File: src/rtl/ps2_keyboard_receiver_pkg.sv
`default_nettype none
// +----------------------------------------------------------------------+
// | Package  : ps2_pkg                                                   |
// | Purpose  : Shared types and constants for the PS/2 keyboard receiver |
// | Revision : 1.0                                                       |
// +----------------------------------------------------------------------+
package ps2_pkg;

  typedef enum logic [1:0] {
    ST_IDLE   = 2'd0,
    ST_DATA   = 2'd1,
    ST_PARITY = 2'd2,
    ST_STOP   = 2'd3
  } ps2_state_t;

  localparam logic [7:0] PS2_PREFIX_E0 = 8'hE0;
  localparam logic [7:0] PS2_PREFIX_E1 = 8'hE1;
  localparam logic [7:0] PS2_BREAK_F0  = 8'hF0;

  localparam int PS2_FRAME_BITS = 11;
  // Start, parity and stop surround the data byte.
  localparam int PS2_DATA_BITS  = PS2_FRAME_BITS - 3;

  function automatic logic is_prefix(input logic [7:0] b);
    return (b == PS2_PREFIX_E0) || (b == PS2_PREFIX_E1) || (b == PS2_BREAK_F0);
  endfunction

endpackage
`default_nettype wire

File: src/rtl/ps2_keyboard_receiver_input_conditioner.sv
`default_nettype none
// +----------------------------------------------------------------------+
// | Module   : ps2_input_conditioner                                     |
// | Purpose  : Synchronises PS/2 lines, debounces clock, flags fall edge |
// | Revision : 1.0                                                       |
// +----------------------------------------------------------------------+
module ps2_input_conditioner (
  input  logic       clk,
  input  logic       rst_n,
  input  logic       ps2_clk_in,
  input  logic       ps2_data_in,
  input  logic [4:0] debounce_time,
  input  logic       synchronizer_enable,
  output logic       clk_filtered,
  output logic       clk_fall,
  output logic       data_sync
);

  logic [1:0] r_clk_sync;
  logic [1:0] r_data_sync;
  logic [4:0] r_db_cnt;
  logic       r_clk_filt;
  logic       r_clk_filt_prev;
  logic       w_clk_sync;

  always_ff @(posedge clk or negedge rst_n) begin
    if (!rst_n) begin
      r_clk_sync  <= 2'b11;
      r_data_sync <= 2'b11;
    end else begin
      r_clk_sync  <= {r_clk_sync[0], ps2_clk_in};
      r_data_sync <= {r_data_sync[0], ps2_data_in};
    end
  end

  // Depth is chosen every cycle by tapping either stage.
  assign w_clk_sync = synchronizer_enable ? r_clk_sync[1]  : r_clk_sync[0];
  assign data_sync  = synchronizer_enable ? r_data_sync[1] : r_data_sync[0];

  always_ff @(posedge clk or negedge rst_n) begin
    if (!rst_n) begin
      r_db_cnt        <= 5'd0;
      r_clk_filt      <= 1'b1;
      r_clk_filt_prev <= 1'b1;
    end else begin
      r_clk_filt_prev <= r_clk_filt;
      if (w_clk_sync == r_clk_filt) begin
        r_db_cnt <= 5'd0;
      end else if (r_db_cnt == debounce_time) begin
        r_clk_filt <= w_clk_sync;
        r_db_cnt   <= 5'd0;
      end else begin
        r_db_cnt <= r_db_cnt + 5'd1;
      end
    end
  end

  assign clk_filtered = r_clk_filt;
  assign clk_fall     = r_clk_filt_prev & ~r_clk_filt;

endmodule
`default_nettype wire

File: src/rtl/ps2_keyboard_receiver.sv
`default_nettype none
// +----------------------------------------------------------------------+
// | Module   : ps2_keyboard_receiver                                     |
// | Purpose  : PS/2 frame receiver and multi-byte scan code assembler.   |
// |            Define PS2_RX_TIMEOUT_EN to abandon stalled frames.       |
// | Revision : 1.0                                                       |
// +----------------------------------------------------------------------+
module ps2_keyboard_receiver
    import ps2_pkg::*;
#(
    parameter int TIMEOUT_CYCLES = 50000
)
(
    input  logic        clk,
    input  logic        rst_n,
    input  logic        ps2_clk_in,
    input  logic        ps2_data_in,
    input  logic [4:0]  debounce_time,
    input  logic        synchronizer_enable,
    output logic [23:0] key_code,
    output logic        key_valid,
    output logic        frame_error,
    output logic        parity_error
);

    logic       w_clk_filt;
    logic       w_clk_fall;
    logic       w_data;
    logic       w_edge;
    logic       w_parity_ok;

    ps2_state_t  r_state;
    logic [2:0]  r_bit_cnt;
    logic [7:0]  r_shift;
    logic        r_parity;
    logic [15:0] r_prefix;
    logic [23:0] r_key_code;
    logic        r_key_valid;
    logic        r_frame_error;
    logic        r_parity_error;

`ifdef PS2_RX_TIMEOUT_EN
    localparam int c_TO_W = $clog2(TIMEOUT_CYCLES + 1);
    logic [c_TO_W-1:0] r_idle_cnt;
`endif

    ps2_input_conditioner u_cond (
        .clk                 (clk),
        .rst_n               (rst_n),
        .ps2_clk_in          (ps2_clk_in),
        .ps2_data_in         (ps2_data_in),
        .debounce_time       (debounce_time),
        .synchronizer_enable (synchronizer_enable),
        .clk_filtered        (w_clk_filt),
        .clk_fall            (w_clk_fall),
        .data_sync           (w_data)
    );

    assign w_edge      = w_clk_fall & ~w_clk_filt;
    // Odd parity: data plus parity bit must hold an odd number of ones.
    assign w_parity_ok = ^{r_shift, r_parity};

    always_ff @(posedge clk or negedge rst_n) begin
        if (!rst_n) begin
            r_state        <= ST_IDLE;
            r_bit_cnt      <= 3'd0;
            r_shift        <= 8'd0;
            r_parity       <= 1'b0;
            r_prefix       <= 16'd0;
            r_key_code     <= 24'd0;
            r_key_valid    <= 1'b0;
            r_frame_error  <= 1'b0;
            r_parity_error <= 1'b0;
`ifdef PS2_RX_TIMEOUT_EN
            r_idle_cnt     <= '0;
`endif
        end else begin
            r_key_valid <= 1'b0;
`ifdef PS2_RX_TIMEOUT_EN
            if (w_edge || r_state == ST_IDLE) r_idle_cnt <= '0;
            else                              r_idle_cnt <= r_idle_cnt + 1'b1;
`endif
            if (w_edge) begin
                case (r_state)
                    ST_IDLE: begin
                        if (!w_data) begin
                            r_state   <= ST_DATA;
                            r_bit_cnt <= 3'd0;
                        end else begin
                            r_frame_error  <= 1'b1;
                            r_parity_error <= 1'b0;
                        end
                    end
                    ST_DATA: begin
                        r_shift   <= {w_data, r_shift[7:1]};
                        r_bit_cnt <= r_bit_cnt + 3'd1;
                        if (r_bit_cnt == 3'(PS2_DATA_BITS - 1)) r_state <= ST_PARITY;
                    end
                    ST_PARITY: begin
                        r_parity <= w_data;
                        r_state  <= ST_STOP;
                    end
                    ST_STOP: begin
                        r_state        <= ST_IDLE;
                        r_frame_error  <= ~w_data;
                        r_parity_error <= ~w_parity_ok;
                        if (!w_data || !w_parity_ok) begin
                            r_prefix <= 16'd0;
                        end else if (is_prefix(r_shift)) begin
                            r_prefix <= {r_prefix[7:0], r_shift};
                        end else begin
                            r_key_code  <= {r_prefix, r_shift};
                            r_prefix    <= 16'd0;
                            r_key_valid <= 1'b1;
                        end
                    end
                    default: r_state <= ST_IDLE;
                endcase
            end
`ifdef PS2_RX_TIMEOUT_EN
            else if (r_state != ST_IDLE && r_idle_cnt == c_TO_W'(TIMEOUT_CYCLES - 1)) begin
                r_state        <= ST_IDLE;
                r_frame_error  <= 1'b1;
                r_parity_error <= 1'b0;
                r_prefix       <= 16'd0;
            end
`endif
        end
    end

    assign key_code     = r_key_code;
    assign key_valid    = r_key_valid;
    assign frame_error  = r_frame_error;
    assign parity_error = r_parity_error;

endmodule
`default_nettype wire

File: config.mk
export PLATFORM = sky130hd
export DESIGN_NAME = ps2_keyboard_receiver
export DESIGN_NICKNAME = d
export VERILOG_FILES = /design/src/rtl/ps2_keyboard_receiver_pkg.sv /design/src/rtl/ps2_keyboard_receiver_input_conditioner.sv /design/src/rtl/ps2_keyboard_receiver.sv
export SDC_FILE = /design/constraint.sdc
export NUM_CORES = 1
export LEC_CHECK = 0
export CAP_MARGIN = 10
export CORE_MARGIN = 4
export CORE_UTILIZATION = 55
export CTS_BUF_LIST = sky130_fd_sc_hd__clkbuf_16
export DETAILED_ROUTE_END_ITERATION = 16
export MAX_ROUTING_LAYER = met4
export PLACE_DENSITY = 0.88
export SYNTH_ARGS = -nofsm -noshare
export SYNTH_HDL_FRONTEND = slang
export SYNTH_SLANG_ARGS = --single-unit
File: constraint.sdc
create_clock -name clk -period 2.3 [get_ports clk]
set_input_delay 0.345 -clock clk [delete_from_list [all_inputs] [get_ports clk]]
set_output_delay 0.345 -clock clk [all_outputs]
set_load 0.01 [all_outputs]
==> results of run 1 <==
## routing by layer
metal | GRT usage | part of all wire | routed length [µm]
met5 | - | 0 | 0
met4 | 0.09628 | 0.027 | 144
met2 | 0.3054 | 0.51 | 2767
met1 | 0.2354 | 0.42 | 2299
met3 | 0.05654 | 0.039 | 214
## power by group through the flow
stage	registers [W]	clock network (W)	logic, W
after global placement	0.00155	0	0.000903
after floorplan	0.00154	0	0.000667
after global routing	0.00157	0.00138	0.00106
final	0.00155	0.00130	0.000952
after CTS	0.00155	0.00132	0.000963
after detailed placement	0.00156	0	0.000947
## worst max path at each step
stage,start,endpoint,cells after the start,slack [ns]
final,r_shift[7],key_code[8],6,0.16
after global routing,r_shift[2],key_code[8],6,0.10
after CTS,r_shift[7],key_code[8],6,0.17
after detailed placement,synchronizer_enable,r_state[0],6,-0.001
after global placement,synchronizer_enable,r_state[0],6,0.15
after floorplan,r_shift[7],key_code[10],6,0.36
## placed cells by master, fill, tap and decap left out, types with 2 or more instances in the layout
cell type | Yosys | layout
dfrtp_1 | 62 | 62
clkdlybuf4s50_1 | 0 | 35
mux2_4 | 19 | 19
mux2_2 | 13 | 13
nand2_1 | 11 | 11
a22o_1 | 9 | 9
clkbuf_16 | 0 | 9
o21ai_0 | 8 | 8
ha_1 | 8 | 8
xor2_1 | 7 | 7
xnor2_1 | 7 | 7
inv_1 | 4 | 6
dfstp_2 | 6 | 6
nor2_1 | 4 | 4
a21o_1 | 4 | 4
buf_4 | 0 | 4
nand3_1 | 3 | 3
and2_1 | 3 | 3
clkinv_2 | 0 | 3
buf_12 | 2 | 3
nor3_1 | 2 | 2
mux2i_1 | 2 | 2
nor2b_1 | 2 | 2
nor3b_1 | 2 | 2
a21boi_0 | 2 | 2
a32o_1 | 2 | 2
a21oi_1 | 2 | 2
a31oi_1 | 2 | 2
## flip-flops by register name, indices dropped and copies added (netlist names)
name	flops
u_cond.r_clk_sync	2
r_bit_cnt	3
u_cond.r_data_sync	2
u_cond.r_clk_filt_prev	1
frame_error	1
r_prefix	16
r_shift	8
u_cond.clk_filtered	1
r_parity	1
u_cond.r_db_cnt	5
r_state	2
key_valid	1
key_code	24
parity_error	1
## worst max-delay path: cells and delay by family, from the launching register on
kind	cells	cell delay, ns
and+or+nand+nor	1	0.15
DFF	1	0.43
xor gates and xnor gates	3	0.96
buffers and inverters	1	0.19
muxes	1	0.30
## final cells by class
cell class | instances | area, µm² | share of cell area
tap | 70 | 87.58 | 0.02386
sequential | 68 | 1709 | 0.4656
clock inverter | 7 | 60.06 | 0.01636
clock buffer | 9 | 225.2 | 0.06135
multi-input combinational | 122 | 1129 | 0.3074
timing repair buffer | 43 | 445.4 | 0.1213
inverter | 4 | 15.01 | 0.004090
## through the flow
step	setup TNS, ns	power, W	cells
floorplan	0	0.002203	200
global placement	0	0.002455	307
detailed placement	-0.001357	0.002511	307
CTS	0	0.003834	323
global route	0	0.004005	323
finish	0	0.003803	323
## logic make-up (layout without fill, tap and decap cells)
family	count (synthesis)	in the layout
AO/OA/AOI/OAI	31	31
XOR/XNOR	16	16
adder cells (fa/ha/maj)	8	8
buffers and inverters	10	63
flip-flops	68	68
multiplexers	34	34
AND/OR/NAND/NOR	33	33
==> impl_table.tex, run 1 <==
\begin{tabular}{lr}
\hline
Metric & Value \\
\hline
\multicolumn{2}{l}{\textbf{Global route}} \\
Number of global-route vias before repair & 1792 \\
First-pass GRT wire length & 9032 µm \\
Initial antenna violation count & 0 \\
All-Layer GR Usage & 0.1963 \\
Total global routing overflow & 0 \\
Largest net degree at the start of global routing & 40 \\
\multicolumn{2}{l}{\textbf{Yosys}} \\
Synth async-reset ratio & 1.000 \\
Largest area contributor in the synthesized netlist & dfrtp\_1 \\
Syn Nets & 218 \\
Combinational family with the most area after synthesis & multiplexers \\
Synth Instances & 200 \\
Biggest area contributors in the synthesized netlist & dfrtp\_1 53\%, mux2\_4 9.8\%, dfstp\_2 5.4\% \\
Sequential cell area fraction in the yosys report & 0.5863 \\
Fraction of synthesized area in multiplexers & 0.1549 \\
Area of the mapped netlist & 2915 µm² \\
Area fraction in compound gates after synthesis & 0.07682 \\
Dominant cell by count in the synthesized netlist & dfrtp\_1 \\
Count of different cell masters after synthesis & 36 \\
Number of synthesized flops with an enable pin & 0 \\
Total of warnings raised by yosys & 0 \\
Adder and majority cell fraction of the synthesized area & 0.03433 \\
Top cells by instance count after synthesis & 62 x dfrtp\_1, 19 x mux2\_4, 13 x mux2\_2 \\
Xor and xnor area share after synthesis & 0.05579 \\
Area fraction in and, or, nand and nor cells after synthesis & 0.06524 \\
Register bit count reported by yosys & 68 \\
Yosys top cell area share & 0.5322 \\
Leading register cell type out of synthesis & dfrtp\_1 \\
Avg Cell Area, Syn & 14.58 µm² \\
\multicolumn{2}{l}{\textbf{Final layout}} \\
Post-route core utilization & 0.7188 \\
Final antenna diode count & 0 \\
Proportion of layout cells with a drive suffix above 1 & 0.2609 \\
Total number of nets in the final design & 266 \\
Number of filler instances in the final layout & 342 \\
Synthesis-to-layout area growth & 25.92\% \\
Final standard cell area without fillers & 3671 µm² \\
\multicolumn{2}{l}{\textbf{Routing}} \\
Via density per instance & 5.353 \\
Final antenna-violating net count & 0 \\
Iteration-0 DRC Markers & 122 \\
Overall routed net length & 5425 µm \\
1st-pass router iterations & 4 \\
Detailed-route wire length per cell & 16.80 µm \\
DR DRC count & 0 \\
Total via count in the routed design & 1729 \\
\multicolumn{2}{l}{\textbf{Worst setup path}} \\
Endpoint arrival time on the critical path & 2.35 ns \\
WP data required & 2.51 ns \\
Path type of the worst setup path & reg2reg \\
Worst-path cell with the longest stage delay & xnor3\_2 \\
Worst Reg-to-Reg Cells & 6 \\
CP max FO & 13 \\
Worst reg2reg endpoint & key\_code[8] \\
Critical register-to-register path startpoint & r\_shift[7] \\
Type of origin of the critical path & flip-flop \\
Kind of end point of the critical path & flip-flop \\
Sequence of cells on the critical path & xor2\_1 > xnor3\_2 > xor2\_2 > nand2\_4 > buf\_12 > mux2\_4 \\
Largest incremental delay on the critical path & 0.49 ns \\
R2r setup slk & 0.16 ns \\
\multicolumn{2}{l}{\textbf{Clock network}} \\
Cts-stage hold buffer count & 0 \\
Sinks on the clock net & 68 \\
Postcts setup bufs & 0 \\
Clock tree from TritonCTS & done \\
CTS root buf & clkbuf\_16 \\
Max Root-Sink Buffers & 2 \\
Number of H-tree levels & 3 \\
Cts bufs inserted & 9 \\
\# resized after CTS & 0 \\
Skew-Pair Late Insertion Delay & 0.33 ns \\
Clock-pin slew on the worst setup and hold paths & 0.05 ns \\
\multicolumn{2}{l}{\textbf{Floorplan}} \\
Floorplan row count & 26 \\
Die height & 80.81 µm \\
CORE AREA & 5107 µm² \\
Die footprint & 6529 µm² \\
X dimension of the die & 80.81 µm \\
Number of primary I/O pins & 37 \\
Starting utilization of the core area & 0.5708 \\
\multicolumn{2}{l}{\textbf{Placed design}} \\
Post-Place Setup Slack & -0.001357 ns \\
Half-perimeter wire length after detailed placement & 3630 µm \\
Number of buffers inserted by port buffering & 36 \\
Standard cell area after detailed placement & 3386 µm² \\
Placer congestion estimate & 0.7720 \\
\multicolumn{2}{l}{\textbf{Timing}} \\
Highest clock rate & 0.4669 GHz \\
Final worst-path cycle share & 0.9312 \\
Worst clock skew & 0.003544 ns \\
Unrepaired setup endpoints after global routing & no \\
Final critical delay including setup and external delays & 2.142 ns \\
Hold WS & 0.06940 ns \\
Final setup viols & 0 \\
Worst-Margin Slew & 0.7090 ns \\
Worst max-slew margin expressed relative to the limit & 0.5273 \\
Final worst slack & 0.1584 ns \\
Count of endpoints failing hold in the final timing report & 0 \\
Final count of pins violating max slew & 0 \\
\multicolumn{2}{l}{\textbf{Status}} \\
Run status & finished, final reports clean \\
\multicolumn{2}{l}{\textbf{Power}} \\
Cell-internal power & 0.002678 W \\
Portion of total power attributed to combinational logic & 0.250 \\
Reported leakage power & 1.829 nW \\
Power spent charging and discharging nets & 0.001125 W \\
Clk network pwr share & 0.343 \\
Net switching fraction of the power & 0.2959 \\
Sequential power share & 0.407 \\
Worst supply voltage drop on vdd & 625.3 µV \\
Power per standard cell area & 1036 nW/µm² \\
\multicolumn{2}{l}{\textbf{Worst hold path}} \\
Worst hold path class & in2async \\
\multicolumn{2}{l}{\textbf{Job}} \\
Number of max-cap violations & 0 \\
\hline
\end{tabular}
Note: power is estimated with default switching activity, not from simulation.
==> inputs of run 2 (changes only) <==
--- a/config.mk
+++ b/config.mk
@@ -6,9 +6,10 @@
 export NUM_CORES = 1
 export LEC_CHECK = 0
 export CAP_MARGIN = 10
-export CORE_MARGIN = 4
+export CORE_MARGIN = 2
 export CORE_UTILIZATION = 55
 export CTS_BUF_LIST = sky130_fd_sc_hd__clkbuf_16
+export CTS_CLUSTER_SIZE = 14
 export DETAILED_ROUTE_END_ITERATION = 16
 export MAX_ROUTING_LAYER = met4
 export PLACE_DENSITY = 0.88
==> run 2 against run 1 <==
Non-clock buffer count did not move. Combinational power about the same. Utilization increased by 0.15 points. Critical endpoint is now key_code[17]. Critical path type unchanged. Largest cell class unchanged.
==> impl_table.tex, run 2 (synthesized netlist as in run 1, its figures left out) <==
\begin{tabular}{lr}
\hline
Metric & Value \\
\hline
\multicolumn{2}{l}{\textbf{Worst setup path}} \\
R2r setup slk & 0.19 ns (was 0.16 ns) \\
Endpoint arrival time on the critical path & 2.31 ns (was 2.35 ns) \\
Worst reg2reg endpoint & key\_code[17] (was key\_code[8]) \\
Kind of end point of the critical path & flip-flop (unchanged) \\
Type of origin of the critical path & flip-flop (unchanged) \\
Worst-path cell with the longest stage delay & xnor3\_2 (unchanged) \\
Critical register-to-register path startpoint & r\_shift[7] (unchanged) \\
CP max FO & 13 (unchanged) \\
Worst Reg-to-Reg Cells & 6 (unchanged) \\
Sequence of cells on the critical path & xor2\_1 > xnor3\_2 > xor2\_2 > nand2\_4 > buf\_12 > mux2\_4 (unchanged) \\
Largest incremental delay on the critical path & 0.48 ns (was 0.49 ns) \\
Critical path's top delay family & XOR/XNOR gates (unchanged) \\
WP data required & 2.51 ns (about the same) \\
Path type of the worst setup path & reg2reg (unchanged) \\
Crit path buf inv count & 1 (unchanged) \\
\multicolumn{2}{l}{\textbf{Global route}} \\
First-pass GRT wire length & 8887 µm (was 9032 µm) \\
Largest net degree at the start of global routing & 69 (was 40) \\
Top Usage Layer GRT & met2 (unchanged) \\
Total global routing overflow & 0 (unchanged) \\
Number of global-route vias before repair & 1776 (was 1792) \\
All-Layer GR Usage & 0.2015 (was 0.1963) \\
Fraction of met3 tracks used by global routing & 0.04000 (was 0.05654) \\
Initial antenna violation count & 0 (unchanged) \\
Met2 GRT Util & 0.3070 (was 0.3054) \\
Met1 layer usage reported by global route & 0.2558 (was 0.2354) \\
\multicolumn{2}{l}{\textbf{Placed design}} \\
Standard cell area after detailed placement & 3386 µm² (unchanged) \\
Placed cell count & 307 (unchanged) \\
Placer congestion estimate & 0.7206 (was 0.7720) \\
Number of buffers inserted by port buffering & 36 (unchanged) \\
Half-perimeter wire length after detailed placement & 3282 µm (was 3630 µm) \\
\multicolumn{2}{l}{\textbf{Clock network}} \\
Sinks on the clock net & 68 (unchanged) \\
Clock tree from TritonCTS & done (unchanged) \\
Max Root-Sink Buffers & 2 (unchanged) \\
Cts bufs inserted & 9 (unchanged) \\
Skew-Pair Late Insertion Delay & 0.33 ns (about the same) \\
Clock-pin slew on the worst setup and hold paths & 0.05 ns (about the same) \\
Number of H-tree levels & 3 (unchanged) \\
Postcts setup bufs & 0 (unchanged) \\
\# resized after CTS & 0 (unchanged) \\
Cts-stage hold buffer count & 0 (unchanged) \\
CTS root buf & clkbuf\_16 (unchanged) \\
\multicolumn{2}{l}{\textbf{Status}} \\
Run status & finished, final reports clean (unchanged) \\
\multicolumn{2}{l}{\textbf{Floorplan}} \\
X dimension of the die & 76.81 µm (was 80.81 µm) \\
Floorplan row count & 26 (unchanged) \\
CORE AREA & 5107 µm² (unchanged) \\
Die footprint & 5899 µm² (was 6529 µm²) \\
Starting utilization of the core area & 0.5708 (unchanged) \\
Number of primary I/O pins & 37 (unchanged) \\
Die height & 76.81 µm (was 80.81 µm) \\
\multicolumn{2}{l}{\textbf{Routing}} \\
1st-pass router iterations & 4 (unchanged) \\
Overall routed net length & 5182 µm (was 5425 µm) \\
Iteration-0 DRC Markers & 80 (was 122) \\
Total via count in the routed design & 1730 (was 1729) \\
DR DRC count & 0 (unchanged) \\
Via density per instance & 5.356 (was 5.353) \\
Final antenna-violating net count & 0 (unchanged) \\
Detailed-route wire length per cell & 16.04 µm (was 16.80 µm) \\
\multicolumn{2}{l}{\textbf{Timing}} \\
Hold WS & 0.03198 ns (was 0.06940 ns) \\
Highest clock rate & 0.4751 GHz (was 0.4669 GHz) \\
Count of endpoints failing hold in the final timing report & 0 (unchanged) \\
Final critical delay including setup and external delays & 2.105 ns (was 2.142 ns) \\
Worst max-slew margin expressed relative to the limit & 0.7098 (was 0.5273) \\
Final setup viols & 0 (unchanged) \\
Setup TNS & 0 ns (unchanged) \\
Unrepaired setup endpoints after global routing & no (unchanged) \\
Final worst-path cycle share & 0.9152 (was 0.9312) \\
Final count of pins violating max slew & 0 (unchanged) \\
Worst clock skew & 0.007856 ns (was 0.003544 ns) \\
Worst-Margin Slew & 0.4232 ns (was 0.7090 ns) \\
\multicolumn{2}{l}{\textbf{Final layout}} \\
Synthesis-to-layout area growth & 26.18\% (was 25.92\%) \\
Final antenna diode count & 0 (unchanged) \\
Reg area & 1709 µm² (unchanged) \\
Footprint of the multi-input gates & 1129 µm² (unchanged) \\
Number of filler instances in the final layout & 348 (was 342) \\
Final standard cell area without fillers & 3679 µm² (was 3671 µm²) \\
Commonest cells after routing, fill and taps aside & 62 x dfrtp\_1, 35 x clkdlybuf4s50\_1, 19 x mux2\_4 (unchanged) \\
Total number of nets in the final design & 266 (unchanged) \\
Final Non-Filler Cells & 323 (unchanged) \\
Number of flip-flops in the largest register & 24 (unchanged) \\
Most common cell after layout, fill and taps aside & dfrtp\_1 (unchanged) \\
Proportion of layout cells with a drive suffix above 1 & 0.2609 (unchanged) \\
\multicolumn{2}{l}{\textbf{Job}} \\
Number of max-cap violations & 0 (unchanged) \\
\multicolumn{2}{l}{\textbf{Power}} \\
Power per standard cell area & 1040 nW/µm² (was 1036 nW/µm²) \\
Worst supply voltage drop on vdd & 537.6 µV (was 625.3 µV) \\
Reported leakage power & 1.821 nW (was 1.829 nW) \\
\multicolumn{2}{l}{\textbf{Worst hold path}} \\
Worst hold path class & in2async (unchanged) \\
\hline
\end{tabular}
==> run 2: area by class of cell <==
type,instances,area share
tap,70,0.02381
clock inverter,7,0.01837
timing repair buffer,43,0.1211
inverter,4,0.004082
multi-input combinational,122,0.3068
clock buffer,9,0.06122
sequential,68,0.4646
==> run 2: worst max-delay path by stage <==
| stage | startpoint | endpoint | slack [ns] | cells past startpoint |
|---|---|---|---|---|
| floorplan | r_shift[7] | key_code[10] | 0.36 | 6 |
| global placement | synchronizer_enable | r_state[0] | 0.16 | 6 |
| detailed placement | synchronizer_enable | r_state[0] | 0.03 | 6 |
| CTS | r_shift[7] | key_code[10] | 0.18 | 6 |
| global route | synchronizer_enable | r_state[0] | 0.09 | 6 |
| finish | r_shift[7] | key_code[17] | 0.19 | 6 |
==> run 2: metrics by stage <==
stage,total power (W),util,setup slack (ns)
2_1_floorplan,0.002203,-,0.3627
3_3_place_gp,0.002455,0.6629,0.1563
3_5_place_dp,0.002508,0.6629,0.03437
4_1_cts,0.003863,0.7202,0.1847
5_1_grt,0.004031,0.7202,0.08810
6_report,0.003827,0.7202,0.1950
==> run 2: metal layers <==
layer	wire length, µm	up-vias
li1	-	802
met1	2374	868
met2	2474	46
met3	193	14
met4	140	0
met5	0	-
==> run 2: worst register-to-register path, stage by stage (launching register included) <==
cell	delay [ns]
dfrtp_1	0.43
xor2_1	0.18
xnor3_2	0.48
xor2_2	0.27
nand2_4	0.14
buf_12	0.18
mux2_4	0.31
==> run 2: power by group <==
group | switching [W] | internal [W]
combinational | 0.000483 | 0.000471
sequential | 0.000166 | 0.00138
clock | 0.000492 | 0.000832
total | 0.00114 | 0.00269
